File: config.mk
export PLATFORM = sky130hd
export DESIGN_NAME = result_serializer
export DESIGN_NICKNAME = d
export VERILOG_FILES = /design/src/rtl/result_serializer.sv
export SDC_FILE = /design/constraint.sdc
export NUM_CORES = 1
export LEC_CHECK = 0
export ABC_AREA = 1
export BUFFER_PORTS_ARGS = -buffer_cell sky130_fd_sc_hd__buf_2
export CAP_MARGIN = 40
export CORE_MARGIN = 1.5
export CORE_UTILIZATION = 58
export CTS_CLUSTER_SIZE = 12
export DETAILED_ROUTE_END_ITERATION = 16
export GPL_ROUTABILITY_DRIVEN = 0
export PLACE_DENSITY = 0.82
export RECOVER_POWER = 25
export SETUP_SLACK_MARGIN = 0.15
export SYNTH_ARGS = -nofsm -noshare
export SYNTH_HDL_FRONTEND = slang
export SYNTH_SLANG_ARGS = --single-unit
export TNS_END_PERCENT = 1
File: constraint.sdc
create_clock -name clk -period 6 [get_ports clk]
set_clock_uncertainty 0.2 [all_clocks]
set_input_delay 0.3 -clock clk [delete_from_list [all_inputs] [get_ports clk]]
set_output_delay 0.3 -clock clk [all_outputs]
set_load 0.01 [all_outputs]
File: src/rtl/result_serializer.sv
// result_serializer: turns one parallel result vector into a word stream, feature-major then m.
// Define RESULT_SERIALIZER_DOUBLE_BUFFER_EN for a 2-slot ping-pong buffer; default build has 1 slot.
module result_serializer #(
  parameter int unsigned PRECISION    = 8,
  parameter int unsigned NUM_FEATURES = 1,
  parameter int unsigned M            = 16,
  localparam int unsigned NumWords    = NUM_FEATURES * M,
  localparam int unsigned IdxW        = (NumWords > 1) ? $clog2(NumWords) : 1
) (
  input  logic                                         clk,
  input  logic                                         rst,
  input  logic                                         ce,
  input  logic                                         in_valid,
  output logic                                         out_ready,
  input  logic [NUM_FEATURES-1:0][M-1:0][PRECISION-1:0] vec,
  output logic                                         out_valid,
  input  logic                                         in_ready,
  output logic [PRECISION-1:0]                         word,
  output logic [IdxW-1:0]                              word_index,
  output logic                                         last
);

`ifdef RESULT_SERIALIZER_DOUBLE_BUFFER_EN
  localparam int unsigned Depth = 2;
`else
  localparam int unsigned Depth = 1;
`endif
  localparam logic [1:0]      DepthCnt = 2'(Depth);
  localparam logic [IdxW-1:0] LastIdx  = IdxW'(NumWords - 1);

  typedef enum logic [0:0] {StIdle, StStream} state_e;

  state_e state_q, state_d;

  // Word f*M+m lives at flat position f*M+m, so a vector maps onto a slot bit-for-bit.
  logic [Depth-1:0][NumWords-1:0][PRECISION-1:0] slot_q;

  logic [IdxW-1:0] idx_q, idx_d;
  logic [1:0]      count_q, count_d;
  logic            wr_ptr_q, wr_ptr_d;
  logic            rd_ptr_q, rd_ptr_d;
  logic            out_ready_q;
  logic            vec_acc, word_acc, final_acc;

  assign out_valid  = (state_q == StStream);
  assign out_ready  = out_ready_q;
  assign word       = slot_q[rd_ptr_q][idx_q];
  assign word_index = idx_q;
  assign last       = out_valid && (idx_q == LastIdx);

  assign vec_acc   = in_valid && out_ready_q && ce;
  assign word_acc  = out_valid && in_ready && ce;
  assign final_acc = word_acc && (idx_q == LastIdx);

  always_comb begin
    idx_d   = idx_q;
    count_d = count_q + {1'b0, vec_acc} - {1'b0, final_acc};
    if (word_acc) begin
      idx_d = final_acc ? '0 : idx_q + IdxW'(1);
    end
  end

`ifdef RESULT_SERIALIZER_DOUBLE_BUFFER_EN
  assign wr_ptr_d = vec_acc ? ~wr_ptr_q : wr_ptr_q;
  assign rd_ptr_d = final_acc ? ~rd_ptr_q : rd_ptr_q;
`else
  assign wr_ptr_d = wr_ptr_q;
  assign rd_ptr_d = rd_ptr_q;
`endif

  always_comb begin
    state_d = state_q;
    unique case (state_q)
      StIdle: begin
        if (vec_acc) state_d = StStream;
      end
      StStream: begin
        // A vector pending or arriving now keeps the stream going without a gap.
        if (final_acc && (count_d == 2'd0)) state_d = StIdle;
      end
      default: state_d = StIdle;
    endcase
  end

  always_ff @(posedge clk) begin
    if (rst) begin
      state_q     <= StIdle;
      slot_q      <= '0;
      idx_q       <= '0;
      count_q     <= '0;
      wr_ptr_q    <= 1'b0;
      rd_ptr_q    <= 1'b0;
      out_ready_q <= 1'b0;
    end else if (ce) begin
      state_q     <= state_d;
      idx_q       <= idx_d;
      count_q     <= count_d;
      wr_ptr_q    <= wr_ptr_d;
      rd_ptr_q    <= rd_ptr_d;
      out_ready_q <= (count_d < DepthCnt);
      if (vec_acc) slot_q[wr_ptr_q] <= vec;
    end
  end

endmodule

==> results.yml <==
cells_and_area:
  nets: 1241
  seq_area_mm2: 0.00272
  syn2layout_area_growth_pct: 38.0
  nFillCells: 631
  multi_input_area_mm2: 0.00257
  drive_gt1_share_pct: 16.4
  final_common_cell: "nand2_1"
  layout_common_cells: "nand2_1 (162), buf_2 (141), dfxtp_1 (135)"
flow_run:
  cap_violations: 2
logic_synthesis:
  ys_top_cells_by_area: "dfxtp_1 (43%), a21oi_1 (11%), nand2_1 (9.7%), nand3_1 (8.1%), inv_1 (7.3%)"
  yosysWarnings: 0
  netlist_instances: 871
  synth_area_per_cell_um2: 7.20
  synth_top_area_cell: "dfxtp_1"
  ys_types: 21
  synth_top_area_share_pct: 43.4
  syn-num-nets: 1007
  yosysSeqAreaShare_pct: 43.4
  ys_seq_elements: 136
  syn_area_mm2: 0.00627
power_and_ir_drop:
  clock_power_share_pct: 47.9
  pwr-share-seq_pct: 41.2
  power_density_mw_per_mm2: 266
  power_w: 0.00230
  p_sw_share_pct: 24.1
  combPwrFrac_pct: 11.0
  p_leak_nw: 3.68
  vdd_drop_max_v: 0.000297
  p_int_w: 0.00175
  net-switching-power_w: 0.000554
global_routing:
  grt_pass1_vias: 6696
  grt_start_max_net_pins: 76
  antenna_found_initial: 1
  grt_pass1_wl_um: 32100
  grt_overflow_total: 0
  track_usage_pct: 35.9
die:
  die-area_mm2: 0.0114
  io_pins: 148
  rows: 37
  core_mm2: 0.0104
  initial_core_util_pct: 60.2
  fp.dieW_um: 107
  die_h_um: 107
detailed_routing:
  drt-pass1-iter-count: 5
  wire_per_inst_um: 16.2
  vias: 6936
  final_antenna_net_count: 0
  viasPerCell: 5.53
  drt_iter0_markers: 761
  drc: 0
  routed_wl_um: 20400
worst_hold_path:
  hold_depth: 3
  hold_class: "in -> reg"
  hp-start: "in_ready"
  holdPathEnd: "word_index[1]"
clocking:
  clock-sinks: 136
  cts_buffers: 17
  postCtsSetupRepairBufs: 0
  htreeDepth: 4
  cts_tree: "yes"
  root_buffer: "clkbuf_8"
  post_cts_resized: 0
  cts-hold-fix-buffers: 128
  path_clk_slew_ps: 60
  clock_latency_ps: 510
  cts_max_path_buffers: 2
timing:
  hold_viol: 0
  maxSlewViolCount: 135
  fin_crit_sh_pct: 73.9
  finalSetupTns_ps: 0
  rsz0062_at_grt: "no"
  final.setup.worst_slack_ps: 1560
  worst_slew_pin_slew_ps: 2600
  setup_viol: 0
  relSlewSlack_pct: -73.0
  fmax_ghz: 0.225
  min_period_ps: 4440
worst_setup_path:
  ff2ff_path_depth: 12
  crit_path_end_kind: "register"
  worst-r2r-setup-slack_ps: 2110
  crit_arrival_ps: 4630
  worstSetupPathType: "in -> reg"
  worstSetupStartpointType: "input pin"
  r2r-end: "count_q[1]"
  required_ps: 6190
  r2r-start: "out_ready"
  worstPathMaxFanout: 71
placement:
  portBuffers: 147
  dp_hpwl_um: 10900
  place_ws_ps: 3110
status:
  status: "finished with violations"
  violations: "max-capacitance violations, max-slew violations"
-- metrics by stage --
stage	instance area [µm²]	utilization, %	hold slack (ps)	std cells
after floorplan	6270	-	229	871
after global placement	6730	64.6	240	1092
after detailed placement	6760	64.9	245	1093
after CTS	8660	83.2	8.63	1253
after global routing	8650	83.1	40.0	1255
final	8650	83.1	44.0	1255
-- how the worst max path moves through the flow --
stage                  start    endpoint
2_1_floorplan      out_ready  count_q[1]
3_3_place_gp   word_index[0]     word[5]
3_5_place_dp   word_index[0]     word[4]
4_1_cts        word_index[0]     word[4]
5_1_grt                  rst  slot_q[38]
6_report                 rst  slot_q[38]
-- kinds of logic (layout without fill, tap and decap cells) --
family	after synthesis	after routing	synth area share (%)
AO/OA/AOI/OAI	268	268	22.1
adder cells (fa/ha/maj)	3	3	0.599
buffers and inverters	194	441	15.3
flip-flops	136	136	43.4
other	0	1	0
AND/OR/NAND/NOR	270	270	18.5
-- registers in the layout, summed over array words and instances, names as in the netlist --
name        count
count_q         2
slot_q        128
out_valid       1
out_ready       1
word_index      4
-- worst max-delay path: stages --
cell      delay (ps)
clkbuf_1         430
inv_1           1030
clkbuf_1        1910
o21ai_0          610
a21oi_1          320
-- area by class of cell --
class | instances | area share (%)
sequential | 136 | 31.5
multi-input combinational | 541 | 29.7
timing repair buffer | 282 | 24.0
inverter | 127 | 5.51
clock buffer | 17 | 4.79
clock inverter | 15 | 2.47
tap | 136 | 1.97
antenna | 1 | 0.0289
-- power by group through the flow --
| stage | clock network [W] | registers [W] | logic (W) |
|---|---|---|---|
| 2_1_floorplan | 0 | 0.000964 | 0.000110 |
| 3_3_place_gp | 0 | 0.000965 | 0.000168 |
| 3_5_place_dp | 0 | 0.000967 | 0.000172 |
| 4_1_cts | 0.00110 | 0.000947 | 0.000238 |
| 5_1_grt | 0.00115 | 0.000950 | 0.000275 |
| 6_report | 0.00110 | 0.000948 | 0.000253 |
-- metal layers --
metal | up-vias | global-route usage [%] | routed length (µm)
met3 | 79 | 7.54 | 1560
met4 | 0 | 17.9 | 842
met1 | 3138 | 42.7 | 8120
li1 | 3318 | - | -
met2 | 401 | 61.4 | 9850
met5 | - | 0 | 0
-- cells in the mapped netlist --
cell type,number
nand2_1,162
dfxtp_1,136
a21oi_1,134
inv_1,122
nand3_1,102
o21ai_1,61
o21ai_0,55
buf_6,22
buf_2,18
o211ai_1,17
clkbuf_1,15
buf_4,9
inv_2,5
nor2_1,4
ha_1,3
a31oi_1,1
buf_1,1
buf_8,1
clkbuf_2,1
nand3_4,1
nor3_2,1
Power figures use the tool's default switching activity.
